`src/rtl/mem_loader_if.sv`:
```
// Signal bundle around mem_loader: load request, input word stream,
// memory port and CPU-release status.
interface mem_loader_if;
  logic        start;
  logic [15:0] load_len;
  logic        in_valid;
  logic [15:0] in_data;
  logic        in_ready;
  logic [15:0] addrm;
  logic [15:0] wmdata;
  logic        memwr_en;
  logic [15:0] rmdata;
  logic        owns_bus;
  logic        cpu_reset_n;
  logic        done;
  logic        error;
  logic [15:0] words_loaded;

  modport master (
    input  start, load_len, in_valid, in_data, rmdata,
    output in_ready, addrm, wmdata, memwr_en, owns_bus, cpu_reset_n,
           done, error, words_loaded
  );

  modport slave (
    output start, load_len, in_valid, in_data, rmdata,
    input  in_ready, addrm, wmdata, memwr_en, owns_bus, cpu_reset_n,
           done, error, words_loaded
  );
endinterface

```
`src/rtl/mem_loader.sv`:
```
// Boot loader: streams words into memory from BASE_ADDR, reads them back,
// and releases the CPU only when the read checksum equals the write checksum.
module mem_loader #(
  parameter logic [15:0] BASE_ADDR = 16'd0
) (
  input  logic         clock,
  input  logic         reset,
  mem_loader_if.master bus
);
  typedef enum logic [2:0] {
    S_IDLE, S_LOAD, S_DRAIN, S_VERIFY, S_DONE, S_ERROR
  } state_t;

  state_t      state_q, state_d;
  logic [15:0] len_q, len_d;
  logic [15:0] words_loaded_q, words_loaded_d;
  logic [15:0] wsum_q, wsum_d;
  logic [15:0] rsum_q, rsum_d;
  logic [15:0] rd_cnt_q, rd_cnt_d;
  logic [15:0] addrm_q, addrm_d;
  logic [15:0] wmdata_q, wmdata_d;
  logic        memwr_en_q, memwr_en_d;
  logic [15:0] rsum_final;

  always_ff @(posedge clock) begin
    if (reset) begin
      state_q        <= S_IDLE;
      len_q          <= '0;
      words_loaded_q <= '0;
      wsum_q         <= '0;
      rsum_q         <= '0;
      rd_cnt_q       <= '0;
      addrm_q        <= '0;
      wmdata_q       <= '0;
      memwr_en_q     <= 1'b0;
    end else begin
      state_q        <= state_d;
      len_q          <= len_d;
      words_loaded_q <= words_loaded_d;
      wsum_q         <= wsum_d;
      rsum_q         <= rsum_d;
      rd_cnt_q       <= rd_cnt_d;
      addrm_q        <= addrm_d;
      wmdata_q       <= wmdata_d;
      memwr_en_q     <= memwr_en_d;
    end
  end

  // Read data lags its address by one cycle, so the sum including the
  // word arriving now is what decides pass/fail in the last VERIFY cycle.
  assign rsum_final = rsum_q + bus.rmdata;

  always_comb begin
    state_d        = state_q;
    len_d          = len_q;
    words_loaded_d = words_loaded_q;
    wsum_d         = wsum_q;
    rsum_d         = rsum_q;
    rd_cnt_d       = rd_cnt_q;
    addrm_d        = addrm_q;
    wmdata_d       = wmdata_q;
    memwr_en_d     = 1'b0;

    case (state_q)
      S_IDLE: begin
        if (bus.start) begin
          len_d          = bus.load_len;
          words_loaded_d = '0;
          wsum_d         = '0;
          rsum_d         = '0;
          state_d        = (bus.load_len == 16'd0) ? S_DONE : S_LOAD;
        end
      end
      S_LOAD: begin
        if (bus.in_valid) begin
          memwr_en_d     = 1'b1;
          addrm_d        = BASE_ADDR + words_loaded_q;
          wmdata_d       = bus.in_data;
          words_loaded_d = words_loaded_q + 16'd1;
          wsum_d         = wsum_q + bus.in_data;
          if (words_loaded_d == len_q) begin
            state_d = S_DRAIN;
          end
        end
      end
      S_DRAIN: begin
        addrm_d  = BASE_ADDR;
        rd_cnt_d = '0;
        state_d  = S_VERIFY;
      end
      S_VERIFY: begin
        rd_cnt_d = rd_cnt_q + 16'd1;
        if (rd_cnt_q + 16'd1 < len_q) begin
          addrm_d = BASE_ADDR + rd_cnt_q + 16'd1;
        end
        if (rd_cnt_q != 16'd0) begin
          rsum_d = rsum_final;
        end
        if (rd_cnt_q == len_q) begin
          state_d = (rsum_final == wsum_q) ? S_DONE : S_ERROR;
        end
      end
      default: begin
      end
    endcase
  end

  assign bus.in_ready     = (state_q == S_LOAD);
  assign bus.owns_bus     = (state_q == S_LOAD) || (state_q == S_DRAIN) ||
                            (state_q == S_VERIFY);
  assign bus.cpu_reset_n  = (state_q == S_DONE);
  assign bus.done         = (state_q == S_DONE);
  assign bus.error        = (state_q == S_ERROR);
  assign bus.addrm        = addrm_q;
  assign bus.wmdata       = wmdata_q;
  assign bus.memwr_en     = memwr_en_q;
  assign bus.words_loaded = words_loaded_q;
endmodule

```
`src/flat_wrapper.sv`:
```
// flat-port wrapper written by rule: the top's interface ports become plain ports
module mem_loader_flat 
#(
  parameter logic [15:0] BASE_ADDR = 16'd0
)
  (clock, reset, bus_start, bus_load_len, bus_in_valid, bus_in_data, bus_rmdata, bus_in_ready, bus_addrm, bus_wmdata, bus_memwr_en, bus_owns_bus, bus_cpu_reset_n, bus_done, bus_error, bus_words_loaded);
  mem_loader_if bus_i ();
  input  logic clock;
  input  logic reset;
  input wire logic [$bits(bus_i.start)-1:0] bus_start;
  input wire logic [$bits(bus_i.load_len)-1:0] bus_load_len;
  input wire logic [$bits(bus_i.in_valid)-1:0] bus_in_valid;
  input wire logic [$bits(bus_i.in_data)-1:0] bus_in_data;
  input wire logic [$bits(bus_i.rmdata)-1:0] bus_rmdata;
  output wire logic [$bits(bus_i.in_ready)-1:0] bus_in_ready;
  output wire logic [$bits(bus_i.addrm)-1:0] bus_addrm;
  output wire logic [$bits(bus_i.wmdata)-1:0] bus_wmdata;
  output wire logic [$bits(bus_i.memwr_en)-1:0] bus_memwr_en;
  output wire logic [$bits(bus_i.owns_bus)-1:0] bus_owns_bus;
  output wire logic [$bits(bus_i.cpu_reset_n)-1:0] bus_cpu_reset_n;
  output wire logic [$bits(bus_i.done)-1:0] bus_done;
  output wire logic [$bits(bus_i.error)-1:0] bus_error;
  output wire logic [$bits(bus_i.words_loaded)-1:0] bus_words_loaded;
  assign bus_i.start = bus_start;
  assign bus_i.load_len = bus_load_len;
  assign bus_i.in_valid = bus_in_valid;
  assign bus_i.in_data = bus_in_data;
  assign bus_i.rmdata = bus_rmdata;
  assign bus_in_ready = bus_i.in_ready;
  assign bus_addrm = bus_i.addrm;
  assign bus_wmdata = bus_i.wmdata;
  assign bus_memwr_en = bus_i.memwr_en;
  assign bus_owns_bus = bus_i.owns_bus;
  assign bus_cpu_reset_n = bus_i.cpu_reset_n;
  assign bus_done = bus_i.done;
  assign bus_error = bus_i.error;
  assign bus_words_loaded = bus_i.words_loaded;
  mem_loader #(.BASE_ADDR(BASE_ADDR)) u_core (.clock(clock), .reset(reset), .bus(bus_i));
endmodule
```
`config.mk`:
```
export PLATFORM = sky130hd
export DESIGN_NAME = mem_loader_flat
export DESIGN_NICKNAME = d
export VERILOG_FILES = /design/src/rtl/mem_loader_if.sv /design/src/rtl/mem_loader.sv /design/src/flat_wrapper.sv
export SDC_FILE = /design/constraint.sdc
export NUM_CORES = 1
export LEC_CHECK = 0
export CAP_MARGIN = 10
export CORE_MARGIN = 4
export CORE_UTILIZATION = 55
export DETAILED_ROUTE_END_ITERATION = 7
export MAX_ROUTING_LAYER = met4
export PLACE_DENSITY = 0.8
export SYNTH_ARGS = -nofsm -noshare
export SYNTH_HDL_FRONTEND = slang
export SYNTH_SLANG_ARGS = --single-unit
```
`constraint.sdc`:
```
create_clock -name clock -period 3.6 [get_ports clock]
set_input_delay 0.72 -clock clock [delete_from_list [all_inputs] [get_ports clock]]
set_output_delay 0.72 -clock clock [all_outputs]
set_load 0.01 [all_outputs]
```
### Word-level counts from Yosys, hierarchy flattened

Index checks and enable logic that the tools add are counted.

* reductions and logical operators: 17
* bitwise operators: 1
* magnitude comparators: 1
* equal/unequal tests: 14
* muxes and demuxes: 19
* add/sub/neg operators: 4

Operators with widths (count)
* case mux 16 bit (2 select lines): 4
* two-way mux 16 bit: 6
* == test 16 bit: 3
* case mux 16 bit (3 select lines): 1
* adder 16 x 1 -> 16 bit (second input constant): 2
* adder 16 bit: 2
* zero test 16 bit: 1
* < comparator 16 bit: 1
* nonzero test 16 bit: 1
* two-way mux 3 bit: 5
* case mux 3 bit (4 select lines): 1
* AND reduction 3 bit: 3
* inequality test 2 x 1 -> 1 bit (second input constant): 4
* == test 3 x 2 -> 1 bit (second input constant): 2
* == test 3 bit (second input constant): 2
* nonzero test 2 bit: 3
* AND reduction 5 bit: 1
* inequality test 2 bit (second input constant): 2
* AND reduction 2 bit: 2
* nonzero test 4 bit: 1
* == test 3 x 1 -> 1 bit (second input constant): 1
* zero test 3 bit: 1
* nonzero test 3 bit: 1
* logical OR 1 bit: 2
* 3 further kinds: 4

* output and inout bits: 54
* word-level logic and storage cells: 65
* flip-flop bits (word level): 116
* bits of input ports: 52

### Depth between registers and ports, before layout

Gate-level depths: netlist of run 1.

* depth in word-level cells: 5
* gate-level depth with buffers: 16
* gate-level depth less buffers: 15

### Worst setup path after synthesis of run 1

No wires, ideal clock.

* kind: reg2reg
* from: reg u_core.rd_cnt_q[5]
* to: reg u_core.addrm_q[10] (netlist: u_core.bus.addrm[10])
* required time: 3470 ps
* path slack: 404 ps
* cell stages (with the launch flop): 17
* library setup time: 130 ps
* data arrival time: 3066 ps
* clock period less this slack: 3196 ps
* buffers on the path: 2
* cells stage by stage: dfxtp_1 > clkbuf_1 > and4_1 > nand4_1 > inv_2 > and3_1 > nand3_1 > xnor2_1 > ha_1 > o21a_1 > o21a_1 > nand3_1 > a21oi_1 > o32a_1 > clkbuf_1 > a221oi_1 > nor3_1

* longest elaborated chain between the ends: 4
* elaborated cells on any way between the ends: 6
* those cells by class: add/sub: 1; order compare: 1; eq/ne: 1; mux: 2; reduce/logical: 1

Ends and longest elaborated chain
* start: declaration: RTL line mem_loader.sv:19 `logic [15:0] rd_cnt_q, rd_cnt_d;`
* start signal: assignment: RTL line mem_loader.sv:42 `rd_cnt_q <= rd_cnt_d;`
* adder 16 x 1 -> 16 bit (*): RTL line mem_loader.sv:93, mem_loader.sv:94
* < comparator 16 bit: RTL line mem_loader.sv:93 `if (rd_cnt_q + 16'd1 < len_q) begin`
* inequality test 2 x 1 -> 1 bit (no line)
* AND reduction 3 bit (no line)
* end signal: assignment: RTL line mem_loader.sv:43 `addrm_q <= addrm_d;`
* end: declaration: RTL line mem_loader.sv:20 `logic [15:0] addrm_q, addrm_d;`

Mark *: on every way between the ends. The rest lies on a longest branch, timed or not. The select of a mux whose other input is x is not followed.
A chain may end at the register's enable or synchronous reset.

### Worst setup path in the final report of run 1

* from: reg u_core.rd_cnt_q[1]
* to: reg u_core.addrm_q[0] (netlist: u_core.bus.addrm[0])

* longest elaborated chain between the ends: 4

Ends and longest elaborated chain (RTL line)
* adder 16 x 1 -> 16 bit: mem_loader.sv:93
* < comparator 16 bit: mem_loader.sv:93
* inequality test 2 x 1 -> 1 bit (no line)
* AND reduction 3 bit (no line)

No other way between the ends.

==> results of run 1 <==
[cells by family after synthesis]
logic type,count (synthesis)
buffers and inverters,91
xor gates and xnor gates,87
DFF,116
and+or+nand+nor,357
AOI/OAI and AO/OA,257
adders and majority gates,51
muxes,4
[routing by layer]
layer / global-route usage [%] / up-vias / part of all wire (%)
met5: - / - / 0
met4: 14.7 / 0 / 5.0
met3: 5.16 / 85 / 6.6
met2: 48.2 / 330 / 48
met1: 34.1 / 3550 / 40
li1: - / 3677 / -
[worst max-delay path: stages (launching register included)]
cell and delay (ns):
sky130_fd_sc_hd__dfxtp_1 0.34, sky130_fd_sc_hd__ha_1 0.20, sky130_fd_sc_hd__nand3_1 0.13, sky130_fd_sc_hd__nor2_1 0.16
sky130_fd_sc_hd__and4_1 0.24, sky130_fd_sc_hd__nand3_1 0.14, sky130_fd_sc_hd__nor2_4 0.15, sky130_fd_sc_hd__xor2_1 0.19
sky130_fd_sc_hd__ha_1 0.26, sky130_fd_sc_hd__o21a_1 0.18, sky130_fd_sc_hd__o21a_1 0.18, sky130_fd_sc_hd__nand3_1 0.12
sky130_fd_sc_hd__a21oi_2 0.06, sky130_fd_sc_hd__o32a_4 0.45, sky130_fd_sc_hd__buf_4 0.18, sky130_fd_sc_hd__mux2i_1 0.24
sky130_fd_sc_hd__nor2_1 0.07
[area by class of cell]
cell class,count,area (um2),share of cell area (%)
clock buffer,24,502,5.19
sequential,116,2320,24.0
multi-input combinational,756,4920,51.0
inverter,30,113,1.17
tap,176,220,2.28
timing repair buffer,160,1460,15.1
clock inverter,8,121,1.26
[registers in the layout (all words and copies together) (netlist names)]
signal / cells
u_core.bus.words_loaded: 16
u_core.bus.addrm: 16
u_core.state_q: 3
u_core.bus.memwr_en: 1
u_core.bus.wmdata: 16
u_core.rsum_q: 16
u_core.wsum_q: 16
u_core.rd_cnt_q: 16
u_core.len_q: 16
[worst paths after layout]
| kind | to | startpoint | slack, ns | cells after the start |
|---|---|---|---|---|
| worst max register to register | u_core.bus.addrm[0]$_SDFFE_PP0P_ | u_core.rd_cnt_q[1]$_SDFFE_PP0N_ | 0.16 | 16 |
| worst min register to register | u_core.bus.addrm[13]$_SDFFE_PP0P_ | u_core.bus.addrm[13]$_SDFFE_PP0P_ | 0.45 | 2 |
| worst min-delay path | u_core.bus.addrm[13]$_SDFFE_PP0P_ | u_core.bus.addrm[13]$_SDFFE_PP0P_ | 0.45 | 2 |
| worst max-delay path | u_core.bus.addrm[0]$_SDFFE_PP0P_ | u_core.rd_cnt_q[1]$_SDFFE_PP0N_ | 0.16 | 16 |
[synthesized netlist by cell type (all sizes together) (13+ instances only)]
master  instances  share of area (%)
clkbuf         47                2.3
nor2           92                4.6
a21o           13                1.3
nor2b          15                1.2
buf            14                1.2
a22oi          19                1.9
ha             49                8.1
xnor2          43                5.0
a22o           16                1.8
inv            30                1.5
nor3           29                1.9
a21oi         103                6.9
o21ai          33                2.2
xor2           38                4.4
nand3          23                1.5
nand2         125                6.2
dfxtp         116                 31
nor4           15                1.2
[power by group through the flow]
stage | clock network (uW) | logic [uW] | registers (uW)
2_1_floorplan | 0 | 389 | 1400
3_3_place_gp | 0 | 625 | 1410
3_5_place_dp | 0 | 637 | 1410
4_1_cts | 1800 | 646 | 1380
5_1_grt | 1850 | 719 | 1390
6_report | 1780 | 657 | 1380
[what timing repair did]
action,4_1_cts,5_1_grt
gates cloned,0,0
endpoints found under the setup margin,1,16
resized for setup,1,5
[stage by stage]
| stage | total power, uW | TNS (ns) | instance area [um2] |
|---|---|---|---|
| after floorplan | 1790 | 0 | 7590 |
| after global placement | 2030 | 0 | 9010 |
| after detailed placement | 2050 | -0.0192 | 9010 |
| after CTS | 3830 | 0 | 9630 |
| after global routing | 3950 | 0 | 9660 |
| final | 3820 | 0 | 9660 |
==> impl_summary.md, run 1 <==
Synth
Synthesis inferred 116 register bits. The Yosys step of the flow raised 0 warnings. The cell count after synthesis came out at 963. Of the total synthesized cell area, the portion taken by AND, OR, NAND and NOR gates is 21.9%. The synthesized netlist occupies a cell area of 7590 um2.

The most used flip-flop cell after synthesis is sky130_fd_sc_hd__dfxtp_1. The proportion of register bits with asynchronous set or reset after synthesis is 0%. The number of nets handed over by synthesis was 1066. The netlist uses 72 different library cells.

The per-instance average area after synthesis is 7.89 um2. The post-synthesis mux area share is 0.544%. The compound-gate portion of the synthesized area is 22.2%.

Yosys mapped a number of flops with a built-in enable equal to 0. The sequential cell area fraction in the yosys report is 30.6%. The largest family of logic cells by synthesized area is compound AO/OA/AOI/OAI gates. The adder and majority cell fraction of the synthesized area is 8.60%. The XOR/XNOR share of the synthesized area is 11.2%.

Setup path
In this run the worst path has a maximum fanout of 10. The worst setup path is captured at a flip-flop. The data arrival time of the worst path is 3.73 ns. The worst setup path is launched from a flip-flop. The type of the worst setup path is reg -> reg. The required time of the worst setup path is 3.88 ns.

Cells and area
For this run, the post-layout net count is 1184. At the end of the flow the core is filled with cells to 72.1%. The most common cell after layout, fill and taps aside is sky130_fd_sc_hd__nand2_1. In the layout the commonest cells are sky130_fd_sc_hd__nand2_1 (125), sky130_fd_sc_hd__dfxtp_1 (116), sky130_fd_sc_hd__clkdlybuf4s50_1 (104). The area added between synthesis and finish is 27.3%. Of the cells placed in the final design, the portion with a size suffix greater than 1 is 9.32%.

After filler insertion, the fill cell instance count of the layout stands at 1073. The final antenna diode count is 0. The count of cells in the finished layout, fillers not included, comes to 1270.

Clocking
CTS built an H-tree with a depth of 4. The clock passes through at most 2 buffers. For this design, the CTS-stage hold fixing added 0 buffers.

The number of sinks on the clock net is 116. The tree is rooted in a sky130_fd_sc_hd__clkbuf_16. The count of buffers added by post-CTS timing repair for setup is 0. TritonCTS built the clock tree. Clock-pin slew was measured on the worst setup and hold paths at 0.05 ns. TritonCTS created 17 clock buffers.

For the worst-skew pair, the clock arrives at the later sink with an insertion delay of 0.42 ns.

STA
Derived from the worst setup path, the maximum achievable clock frequency is 290 MHz. The final setup slack of the worst path is 0.156 ns. At the pin with the least slew margin, the transition time is 0.718 ns.

Setup repair after global routing left no endpoint under its margin. The final period demand of the worst path is 3.44 ns. The total count of hold-check failures in the final report was 0. The part of the cycle the worst path needs is 95.7%. The final count of pins violating max slew is 0. The count of endpoints failing setup in the final report is 0. The tightest slew margin relative to the limit is 52.2%. On the final layout, the worst hold slack is 0.451 ns.

Across the routed clock network, the largest skew measured is 0.00685 ns.

Drt
The total DRC errors in the routed layout is 0. The total wire length after detailed routing is 22.6 mm. Across all layers, the routed design uses 7642 vias. The first detailed-routing pass ran for 6 iterations. After the first detailed-routing iteration, the DRC count stood at 708. Dividing the detail-routed via count by the number of cells gives 6.02. The count of nets left with antenna violations after detail routing is 0. After detailed routing, the average wire length per cell comes to 17.8 um.

Floorplan
The die covers 15800 um2. The die width is 126 um. The initial utilization of the core area, before any placement, comes to 56.7%.

The area of the core is 13400 um2. The die extent in y is 126 um. The number of top-level pins is 106.

Row generation in the floorplan step produced 42 rows.

Hold path
The path class of the tightest hold or removal check is reg -> reg.

Power and ir drop
The worst IR drop on VDD is 0.312 mV. In this run, the clock network consumes 46.6% of the power. The analysis attributes to cell leakage a power of 0.00396 uW.

In this run the power density over the cells is 396 nW/um2. The switching power of the nets is 1010 uW. The sequential group share of total power is 36.2%. Of the total power, the share spent switching nets is 26.3%. The cell internal power dissipation is 2820 uW. Per report_power, the combinational group accounts for 17.2% of the total.

GRT
The via count of the first global-routing pass is 7350. Global routing used 29.2% of the available tracks across all layers. The number of antenna violations at the first check in global routing is 0.

The wire length of the first global-routing pass is 36.4 mm. The maximum number of pins on one net before global-route repair is 53. Summed over all layers, the global routing overflow is 0.

Outcome
The flow ran to the end, and the final reports show no timing, DRC or antenna violations.

Flow run
Across the run, the number of max-cap violations was 0.

Placement
The placed wire-length estimate after detailed placement is 16.5 mm. The congestion estimate from routability-driven global placement came to 0.935. The cell count after placement is 1238. The worst slack after detailed placement is -0.0192 ns. The number of port buffers is 105.
No activity file was read; power rests on OpenSTA's default activity.
==> run 2: changes to the inputs <==
PLACE_DENSITY = 0.85   (was 0.8)
==> run 2 against run 1 <==
Register-to-register slack better by 0.03 ns. Utilization down 0.22 points. Sequential power about the same. Clock-buffer cell count down 7. Sequential share of layout area up 0.075 points. Critical path depth unchanged. Routed wire length up 1.7%. Clock power about the same. Combinational power about the same. Flip-flop and latch count unchanged. Critical endpoint is now u_core.bus.addrm[1]$_SDFFE_PP0P_. Largest cell class unchanged. Highest routed layer unchanged.
==> impl_summary.md, run 2 (synthesis results as in run 1) <==
STA
The final count of pins violating max slew is 0. The maximum operating frequency is 293 MHz. In this run the tightest slew margin relative to its limit is 54.3%. The total count of hold-check failures in the final report was 0. For the pin with the worst max-slew slack, the measured transition is 0.685 ns. The clock arrives with 0.0137 ns of skew. The final critical path takes up 94.9% of the cycle.

The final setup slack of the worst path is 0.183 ns. Across all hold checks on the routed design, the worst slack comes to 0.450 ns. Setup violations remaining at the end of the flow were counted as 0. The worst path in the final design needs a cycle of 3.42 ns, including I/O delays and setup.

Clocking
The number of sinks on the clock net is 116. The later pin in the worst-skew pair is clocked with a latency of 0.44 ns. The number of clock buffers added by TritonCTS is 17. The CTS clock-pin slew for the worst setup and hold paths is 0.06 ns. The TritonCTS clock tree is yes.

The tree is rooted in a sky130_fd_sc_hd__clkbuf_16. The maximum number of buffers from clock root to sink is 2. The number of setup buffers added after CTS is 0. The number of levels the H-tree was split into is 4.

Power and ir drop
The worst-case IR drop observed on VDD is 0.281 mV. The combinational fraction of design power is 17.0%. The share of total power consumed by net switching is 28.5%. The switching power of the nets is 1100 uW. The share of power burned in the clock network is 46.8%. Internal power comes to 2750 uW. Registers are responsible for 36.1% of the overall power.

For this design the ratio of total power to cell area is 399 nW/um2. The leakage dissipation is 0.00394 uW.

Flow run
The tool flagged a number of max-cap violations equal to 0.

Cells and area
The area added between synthesis and finish is 26.9%. The number of antenna diodes in the final layout is 0. The fraction of final layout cells sized beyond drive strength 1 is 9.09%. The most common cell after layout, fill and taps aside is sky130_fd_sc_hd__nand2_1. The post-layout net count is 1179. The top cell types in the final layout, fill and taps aside, are sky130_fd_sc_hd__nand2_1 (125), sky130_fd_sc_hd__dfxtp_1 (116), sky130_fd_sc_hd__clkdlybuf4s50_1 (104). The share of the core filled with cells is 71.9%.

Setup path
By instance count, the cell type seen most on the critical path is sky130_fd_sc_hd__nand3_1. The slowest cell on the critical path is sky130_fd_sc_hd__o32a_1. The source of the worst register-to-register timing path is u_core.rd_cnt_q[0]$_SDFFE_PP0N_.

In this design, the stage delay of the slowest critical-path cell is 0.43 ns. The top fanout value on the critical path is 11. The endpoint of the worst register-to-register path is u_core.bus.addrm[1]$_SDFFE_PP0P_. The data arrival time of the worst path is 3.71 ns. The signal on the critical path passes through ha_1 -> nand3_1 -> nor2_1 -> and4_1 -> nand3_1 -> nor2_4 -> nand3_1 -> xnor2_2 -> ha_1 -> o21a_1 -> nand3_1 -> a21oi_1 -> o32a_1 -> buf_12 -> a221oi_1 -> nor3_1. STA classifies the critical path endpoint as a flip-flop. STA classifies the critical path startpoint as a flip-flop. STA puts the critical path data required time at 3.89 ns. The type of the worst setup path is reg -> reg. The number of cells on the worst reg-to-reg path is 16. The worst register-to-register path has a setup slack of 0.18 ns.

Drt
The count of nets left with antenna violations after detail routing is 0. In the routed layout, each cell is associated on average with a via count of 6.03. The first detailed-routing pass ran for 6 iterations. The average detailed-routed wire length per instance is 18.2 um. The total wire length after detailed routing is 23.0 mm. The detailed router finished its first iteration with 763 violations. The total DRC errors in the routed layout is 0. Across all layers, the routed design uses 7625 vias.

GRT
The number of antenna violations at the first check in global routing was 0. The final global-route overflow total is 0. The via count of the first global-routing pass was 7286.

Global routing used 29.4% of the available tracks across all layers. The maximum number of pins on one net before global-route repair is 58. The wire length of the first global-routing pass is 36.7 mm.

Floorplan
In this run the standard cell core region covers 13400 um2. The number of top-level pins is 106. The die area is 15800 um2.

Once the floorplan was initialized, standard cells occupied 56.7% of the core. In this run the core area contains 42 standard-cell rows. The die is 126 um wide.

The die is 126 um tall.

Hold path
The number of cells on the worst hold path is 2. The path with the worst hold slack has its endpoint at u_core.bus.addrm[4]$_SDFFE_PP0P_. The type of the tightest min-delay check is reg -> reg.

The hold path startpoint is u_core.bus.addrm[4]$_SDFFE_PP0P_.

Placement
The placed wire-length estimate after detailed placement is 16.5 mm. Routability-driven placement finished with a final weighted congestion of 0.936. During placement, the flow inserted port buffers numbering 105. OpenSTA, run right after detailed placement, puts the worst setup slack at 0.0238 ns.

Outcome
The run finished with clean final reports.
## run 2: changes by cell type in the layout (fill, tap and decap cells not counted), sizes merged
cell      change
inv           +8
buf           -5
clkinvlp      -1
clkbuf        -7
## run 2: how the worst max path moves through the flow
stage	end	cells past startpoint	start	slack [ns]
3_5_place_dp	u_core.state_q[0]$_SDFFE_PP0P_	13	bus_rmdata[0]	0.02
4_1_cts	u_core.bus.addrm[1]$_SDFFE_PP0P_	16	u_core.rd_cnt_q[0]$_SDFFE_PP0N_	0.13
3_3_place_gp	u_core.state_q[0]$_SDFFE_PP0P_	13	bus_rmdata[0]	0.07
2_1_floorplan	u_core.bus.addrm[10]$_SDFFE_PP0P_	16	u_core.rd_cnt_q[5]$_SDFFE_PP0N_	0.40
5_1_grt	u_core.bus.addrm[1]$_SDFFE_PP0P_	16	u_core.rd_cnt_q[0]$_SDFFE_PP0N_	-0.06
6_report	u_core.bus.addrm[1]$_SDFFE_PP0P_	16	u_core.rd_cnt_q[0]$_SDFFE_PP0N_	0.18
## run 2: cell type report
| type | count | area [um2] |
|---|---|---|
| inverter | 30 | 113 |
| multi-input combinational | 756 | 4920 |
| timing repair buffer | 155 | 1440 |
| tap | 176 | 220 |
| sequential | 116 | 2320 |
| clock buffer | 17 | 425 |
| clock inverter | 15 | 194 |
| fill | 1056 | 3770 |
## run 2: power by group through the flow
| stage | clock [uW] | combinational [uW] | sequential [uW] |
|---|---|---|---|
| after floorplan | 0 | 389 | 1400 |
| after global placement | 0 | 624 | 1410 |
| after detailed placement | 0 | 633 | 1410 |
| after CTS | 1820 | 647 | 1380 |
| after global routing | 1880 | 716 | 1390 |
| final | 1800 | 655 | 1390 |
## run 2: layer usage
metal,routed length (um),GRT usage [%]
met5,0,-
met2,10900,47.1
met1,9060,34.6
met3,1760,6.18
met4,1260,15.9
## run 2: metrics by stage
stage | std cells | TNS, ns | power (uW) | area, um2
after floorplan | 963 | 0 | 1790 | 7590
after global placement | 1233 | 0 | 2030 | 8980
after detailed placement | 1233 | 0 | 2040 | 8980
after CTS | 1265 | 0 | 3850 | 9600
after global routing | 1265 | -0.0928 | 3980 | 9630
final | 1265 | 0 | 3840 | 9630
## run 2: critical path, delay by kind of cell, from the launching register on
family / cells / cell delay, ns
compound gates: 4 / 0.84
buf+inv: 1 / 0.17
fa+ha+maj: 2 / 0.49
xor+xnor: 1 / 0.25
simple gates: 8 / 1.19
flops: 1 / 0.34
## run 2: what timing repair did
item / in CTS / in global routing
gates resized for setup: 0 / 5
endpoints found under the setup margin: 0 / 5
hold buffers: 0 / 0
